**config.mk**
```make
export PLATFORM = sky130hd
export DESIGN_NAME = mxv_row_engine_flat
export DESIGN_NICKNAME = d
export VERILOG_FILES = /design/src/rtl/mxv_row_engine_if.sv /design/src/rtl/mxv_row_engine.sv /design/src/flat_wrapper.sv
export SDC_FILE = /design/constraint.sdc
export NUM_CORES = 1
export LEC_CHECK = 0
export CAP_MARGIN = 20
export CORE_ASPECT_RATIO = 0.7
export CORE_MARGIN = 2
export CORE_UTILIZATION = 35
export CTS_CLUSTER_SIZE = 8
export DETAILED_ROUTE_END_ITERATION = 7
export GPL_TIMING_DRIVEN = 1
export PLACE_DENSITY = 0.61
export REMOVE_ABC_BUFFERS = 1
export SYNTH_ARGS = -nofsm -noshare
export SYNTH_HDL_FRONTEND = slang
export SYNTH_SLANG_ARGS = --single-unit
export TNS_END_PERCENT = 100
```
**constraint.sdc**
```tcl
create_clock -name clk -period 5.65 [get_ports clk]
set_input_delay 0.565 -clock clk [delete_from_list [all_inputs] [get_ports clk]]
set_output_delay 0.565 -clock clk [all_outputs]
set_load 0.01 [all_outputs]
```
**src/rtl/mxv_row_engine_if.sv**
```systemverilog
// mxv_row_engine_if
// Groups the control, FIFO and result signals of the matrix-vector engine.
//   master : the side driving start/matrix_length/vector and the FIFO head
//   slave  : the engine itself, driving pop and the result/status strobes
// Signals:
//   start, matrix_length, vector     - run request, dimension N, packed vector
//   fifo_data, fifo_empty, pop       - first-word fall-through FIFO read port
//   result, result_valid, result_index - one row dot product per strobe
//   busy, done, length_error         - run status
interface mxv_row_engine_if #(
    parameter int WORD_LENGTH   = 8,
    parameter int RESULT_LENGTH = 2*WORD_LENGTH+3
);
    logic                              start;
    logic [WORD_LENGTH-1:0]            matrix_length;
    logic [WORD_LENGTH*WORD_LENGTH-1:0] vector;
    logic [WORD_LENGTH-1:0]            fifo_data;
    logic                              fifo_empty;
    logic                              pop;
    logic [RESULT_LENGTH-1:0]          result;
    logic                              result_valid;
    logic [WORD_LENGTH-1:0]            result_index;
    logic                              busy;
    logic                              done;
    logic                              length_error;

    modport master (
        output start, matrix_length, vector, fifo_data, fifo_empty,
        input  pop, result, result_valid, result_index, busy, done, length_error
    );

    modport slave (
        input  start, matrix_length, vector, fifo_data, fifo_empty,
        output pop, result, result_valid, result_index, busy, done, length_error
    );
endinterface

```
**src/rtl/mxv_row_engine.sv**
```systemverilog
// mxv_row_engine
// Serial single-MAC matrix-vector multiplier. Pops the matrix row-major from a
// first-word fall-through FIFO, multiplies each element by the matching element
// of the latched vector and emits one dot product per row with its row index.
// Ports:
//   clk   - single clock, all state on the rising edge
//   reset - asynchronous, active-low; clears all state
//   bus   - mxv_row_engine_if.slave (control, FIFO read port, results, status)
module mxv_row_engine #(
    parameter int WORD_LENGTH   = 8,
    parameter int RESULT_LENGTH = 2*WORD_LENGTH+3
) (
    input  logic              clk,
    input  logic              reset,
    mxv_row_engine_if.slave   bus
);
    localparam int IDX_W = (WORD_LENGTH > 1) ? $clog2(WORD_LENGTH) : 1;
    localparam logic [WORD_LENGTH-1:0] MAX_N = WORD_LENGTH[WORD_LENGTH-1:0];

    typedef enum logic [2:0] {IDLE, LOAD, RUN, EMIT, DONE} state_t;

    state_t                   state;
    state_t                   next_state;
    logic [WORD_LENGTH-1:0]   n_reg;
    logic [WORD_LENGTH-1:0]   vec_mem [WORD_LENGTH];
    logic [RESULT_LENGTH-1:0] acc;
    logic [IDX_W-1:0]         row;
    logic [IDX_W-1:0]         col;
    logic [2*WORD_LENGTH-1:0] product;
    logic [RESULT_LENGTH-1:0] acc_next;
    logic [WORD_LENGTH-1:0]   n_last;
    logic                     n_illegal;
    logic                     last_col;
    logic                     last_row;

    always_comb begin
        product   = {{WORD_LENGTH{1'b0}}, bus.fifo_data} * {{WORD_LENGTH{1'b0}}, vec_mem[col]};
        acc_next  = acc + {{(RESULT_LENGTH-2*WORD_LENGTH){1'b0}}, product};
        n_last    = n_reg - 1'b1;
        n_illegal = (n_reg == '0) || (n_reg > MAX_N);
        last_col  = ({{(WORD_LENGTH-IDX_W){1'b0}}, col} == n_last);
        last_row  = ({{(WORD_LENGTH-IDX_W){1'b0}}, row} == n_last);
    end

    always_ff @(posedge clk or negedge reset) begin
        if (!reset) begin
            state <= IDLE;
        end else begin
            state <= next_state;
        end
    end

    // pop depends on fifo_empty combinationally so a stalled FIFO never gets popped.
    always_comb begin
        next_state       = state;
        bus.pop          = 1'b0;
        bus.result_valid = 1'b0;
        bus.done         = 1'b0;
        bus.length_error = 1'b0;
        bus.busy         = (state != IDLE);
        case (state)
            IDLE: begin
                if (bus.start) begin
                    next_state = LOAD;
                end
            end
            LOAD: begin
                if (n_illegal) begin
                    bus.length_error = 1'b1;
                    next_state       = DONE;
                end else begin
                    next_state = RUN;
                end
            end
            RUN: begin
                if (!bus.fifo_empty) begin
                    bus.pop = 1'b1;
                    if (last_col) begin
                        next_state = EMIT;
                    end
                end
            end
            EMIT: begin
                bus.result_valid = 1'b1;
                next_state       = last_row ? DONE : RUN;
            end
            DONE: begin
                bus.done   = 1'b1;
                next_state = IDLE;
            end
            default: begin
                next_state = IDLE;
            end
        endcase
    end

    // The row result is captured together with the last MAC of the row, so
    // result/result_index are already stable during the EMIT strobe cycle.
    always_ff @(posedge clk or negedge reset) begin
        if (!reset) begin
            n_reg            <= '0;
            acc              <= '0;
            row              <= '0;
            col              <= '0;
            bus.result       <= '0;
            bus.result_index <= '0;
            for (int i = 0; i < WORD_LENGTH; i++) begin
                vec_mem[i] <= '0;
            end
        end else begin
            case (state)
                IDLE: begin
                    if (bus.start) begin
                        n_reg <= bus.matrix_length;
                        for (int i = 0; i < WORD_LENGTH; i++) begin
                            vec_mem[i] <= bus.vector[i*WORD_LENGTH +: WORD_LENGTH];
                        end
                    end
                end
                LOAD: begin
                    acc <= '0;
                    row <= '0;
                    col <= '0;
                end
                RUN: begin
                    if (!bus.fifo_empty) begin
                        acc <= acc_next;
                        if (last_col) begin
                            col              <= '0;
                            bus.result       <= acc_next;
                            bus.result_index <= {{(WORD_LENGTH-IDX_W){1'b0}}, row};
                        end else begin
                            col <= col + 1'b1;
                        end
                    end
                end
                EMIT: begin
                    acc <= '0;
                    if (!last_row) begin
                        row <= row + 1'b1;
                    end
                end
                default: begin
                end
            endcase
        end
    end
endmodule

```
**src/flat_wrapper.sv**
```systemverilog
// flat-port wrapper written by rule: the top's interface ports become plain ports
module mxv_row_engine_flat 
#(
    parameter int WORD_LENGTH   = 8,
    parameter int RESULT_LENGTH = 2*WORD_LENGTH+3
)
  (clk, reset, bus_start, bus_matrix_length, bus_vector, bus_fifo_data, bus_fifo_empty, bus_pop, bus_result, bus_result_valid, bus_result_index, bus_busy, bus_done, bus_length_error);
  mxv_row_engine_if #(.WORD_LENGTH(WORD_LENGTH), .RESULT_LENGTH(RESULT_LENGTH)) bus_i ();
  input  logic clk;
  input  logic reset;
  input wire logic [$bits(bus_i.start)-1:0] bus_start;
  input wire logic [$bits(bus_i.matrix_length)-1:0] bus_matrix_length;
  input wire logic [$bits(bus_i.vector)-1:0] bus_vector;
  input wire logic [$bits(bus_i.fifo_data)-1:0] bus_fifo_data;
  input wire logic [$bits(bus_i.fifo_empty)-1:0] bus_fifo_empty;
  output wire logic [$bits(bus_i.pop)-1:0] bus_pop;
  output wire logic [$bits(bus_i.result)-1:0] bus_result;
  output wire logic [$bits(bus_i.result_valid)-1:0] bus_result_valid;
  output wire logic [$bits(bus_i.result_index)-1:0] bus_result_index;
  output wire logic [$bits(bus_i.busy)-1:0] bus_busy;
  output wire logic [$bits(bus_i.done)-1:0] bus_done;
  output wire logic [$bits(bus_i.length_error)-1:0] bus_length_error;
  assign bus_i.start = bus_start;
  assign bus_i.matrix_length = bus_matrix_length;
  assign bus_i.vector = bus_vector;
  assign bus_i.fifo_data = bus_fifo_data;
  assign bus_i.fifo_empty = bus_fifo_empty;
  assign bus_pop = bus_i.pop;
  assign bus_result = bus_i.result;
  assign bus_result_valid = bus_i.result_valid;
  assign bus_result_index = bus_i.result_index;
  assign bus_busy = bus_i.busy;
  assign bus_done = bus_i.done;
  assign bus_length_error = bus_i.length_error;
  mxv_row_engine #(.WORD_LENGTH(WORD_LENGTH), .RESULT_LENGTH(RESULT_LENGTH)) u_core (.clk(clk), .reset(reset), .bus(bus_i));
endmodule
```
==> results.cfg <==
[run_status]
status = finished, final reports clean

[die]
core_sq_um = 22680
die_h_microns = 131.3
initial_core_util_pct = 35.72
rows = 46
ios = 116
dieArea_sq_um = 24400
die_x_microns = 185.8

[detailed_routing]
wirelength_microns = 18960
drt_pre_antenna_iters = 4
wire_per_inst_microns = 16.21
vias_per_cell = 4.732
drtIter0Drc = 290
ant_nets = 0
num_vias = 5532
drc = 0

[logic_synthesis]
synth_enable_flop_cells = 0
syn_avg_cell_area_sq_um = 11.56
synthAdderAreaFrac_pct = 19.15
synth_top_flop_cell = dfrtp_1
syn_inst = 701
async_reset_ff_share_pct = 100.0
synthSimpleGateAreaFrac_pct = 9.500
yosysUniqueCellTypes = 50
synth_compound_area_share_pct = 5.437
synthesis.area_sq_um = 8100
ys_ff_latch = 122
synth_top_family_by_area = adder cells
synth.yosys.seq_area_share_pct = 37.69
ys_warn_count = 0
synth_mux_area_share_pct = 18.50
synth_xor_xnor_area_share_pct = 2.672

[setup_path]
r2r-start = u_core.col[0]
startpoint = u_core.col[0]
crit_path_start_kind = flop
ff2ff_path_depth = 21
path_class = reg2reg
r2r-end = u_core.bus.result[18]
end_kind = flop
cp_max_fo = 7
cp_num_cells = 21
worstSetupEndpoint = u_core.bus.result[18]
crit_required_ps = 5970
critPathBufInv = 7
cp_cell_sequence = buf_12 > mux4_2 > mux2i_1 > buf_4 > buf_4 > nor2b_1 > fa_1 > fa_1 > fa_1 > inv_1 > fa_1 > inv_1 > ha_1 > buf_4 > nand2_1 > nand2_1 > a41oi_4 > o31ai_2 > buf_4 > xor2_1 > mux2_2
slowest_delay_ps = 540
crit_family = adder cells
crit_path_top_delay_cell = fa_1
rrSetupSlack_ps = 200
worst-endpoint-arrival_ps = 5770

[final_layout]
diodes = 0
fin_nets = 1022
final.fill_count = 2108
largest_reg_flops = 64
syn_to_final_growth_pct = 29.25
top_regs = u_core.vec_mem x64, u_core.acc x19, u_core.bus.result x19
largest-register = u_core.vec_mem
final_core_util_pct = 46.17
drive_above_1_share_pct = 23.10
fin_cells = 1169

[clocking]
cts_tree = done
hold_buffers = 0
cts_buffers = 17
clockBufferDepth = 2
clk-insertion-delay-late_ps = 430
clock_sinks = 122
htree_levels = 4
clkTransAtPathRegs_ps = 60
ctsRootBufferMaster = clkbuf_16

[sta]
worst_clock_skew_ps = 20.33
slew_headroom_pct = 35.10
finalHoldViolCount = 0
fin_crit_sh_pct = 96.50
period_needed_ps = 5452
hold_slack_ps = 47.04
slew_viol_final = 0
fmax_ghz = 0.1834
setup_viol = 0
rsz0062_at_grt = yes
tightest_slew_ps = 973.5

[grt]
grt_remaining_overflow = 0
grt_util_all_layers_pct = 16.32
grt_pass1_wl_microns = 30580
grt_max_degree = 76
antenna_found_initial = 0
grt_pass1_vias = 5721

[job]
cap_violations = 0

[placed_design]
routabilityCongestion = 0.8117
post-place-cells = 1123
dpl.hpwl_microns = 13600
port_buffers = 110

[worst_hold_path]
hp-class = in2async
worst min-delay path by stage:
| stage | from | to | slack, ps | cells past startpoint |
|---|---|---|---|---|
| after global placement | u_core.bus.result[14] | u_core.bus.result[14] | 470 | 1 |
| after CTS | reset | u_core.vec_mem[49] | 340 | 1 |
| after detailed placement | u_core.bus.result[14] | u_core.bus.result[14] | 480 | 1 |
| after global routing | reset | u_core.vec_mem[58] | 50 | 1 |
| final | reset | u_core.vec_mem[49] | 50 | 1 |
| after floorplan | reset | u_core.acc[0] | 270 | 0 |
kinds of logic (layout without fill, tap and decap cells):
logic type,Yosys count,in the layout
simple gates,142,142
xor+xnor,23,23
buf+inv,134,286
compound gates,67,67
flops,122,122
mux,118,118
other cells,1,5
fa+ha+maj,94,94
synth_stat cells, types with 6 or more instances:
| cell type | n | area [sq um] |
|---|---|---|
| a21o_1 | 10 | 75.07 |
| a21oi_1 | 14 | 70.07 |
| and3_1 | 6 | 37.54 |
| buf_2 | 9 | 45.04 |
| buf_4 | 6 | 45.04 |
| clkbuf_1 | 6 | 22.52 |
| dfrtp_1 | 122 | 3053 |
| fa_1 | 50 | 1001 |
| ha_1 | 44 | 550.5 |
| inv_1 | 106 | 397.9 |
| mux2_2 | 91 | 1025 |
| mux2i_1 | 8 | 80.08 |
| mux4_2 | 16 | 360.4 |
| nand2_1 | 44 | 165.2 |
| nand2b_1 | 10 | 62.56 |
| nor2_1 | 10 | 37.54 |
| nor2b_1 | 44 | 275.3 |
| nor3_1 | 7 | 35.03 |
| o21ai_0 | 11 | 55.05 |
| o31ai_1 | 10 | 75.07 |
| xnor2_1 | 12 | 105.1 |
| xor2_1 | 10 | 87.58 |
timing repair:
item                       CTS  global route
setup endpoints to repair    0            16
hold endpoints to repair     0             0
setup buffers                0            12
resized for setup            0            21
cells in the final DEF, fill, tap and decap left out, drive strengths merged, types with 12 or more instances in the layout:
master,count
mux4,16
mux2,94
xnor2,12
ha,44
a21oi,14
fa,50
nand2,44
dfrtp,122
o21ai,12
buf,38
clkdlybuf4s50,109
nor2b,44
clkbuf,21
inv,107
metal layers:
metal  part of all wire [%]  GRT usage (%)  up-vias
met2                     43          22.95      117
met3                    5.2          4.435       14
met5                      0              0        -
met1                     51          24.48     2779
li1                       -              -     2622
met4                    1.1          4.506        0
through the flow:
stage | worst slack (ps) | TNS [ps] | instance area [sq um]
6_report | 197.6 | 0 | 10470
5_1_grt | -54.20 | -72.79 | 10470
4_1_cts | 37.21 | 0 | 10210
3_5_place_dp | 48.21 | 0 | 9635
3_3_place_gp | 108.8 | 0 | 9635
2_1_floorplan | -254.3 | -606.8 | 7946
cell type report:
class / count / area [sq um] / area share (%)
clock inverters: 12 / 123.9 / 1.183
well taps: 312 / 390.4 / 3.729
flip-flops and latches: 122 / 3054 / 29.17
clock buffers: 20 / 446.7 / 4.266
multi-input cells: 449 / 4619 / 44.12
inverters: 106 / 397.9 / 3.800
repair buffers: 148 / 1438 / 13.73
Power is left out: the tool's default activity adds up to more than one toggle a clock period on the data nets, which glitch-free logic cannot reach.
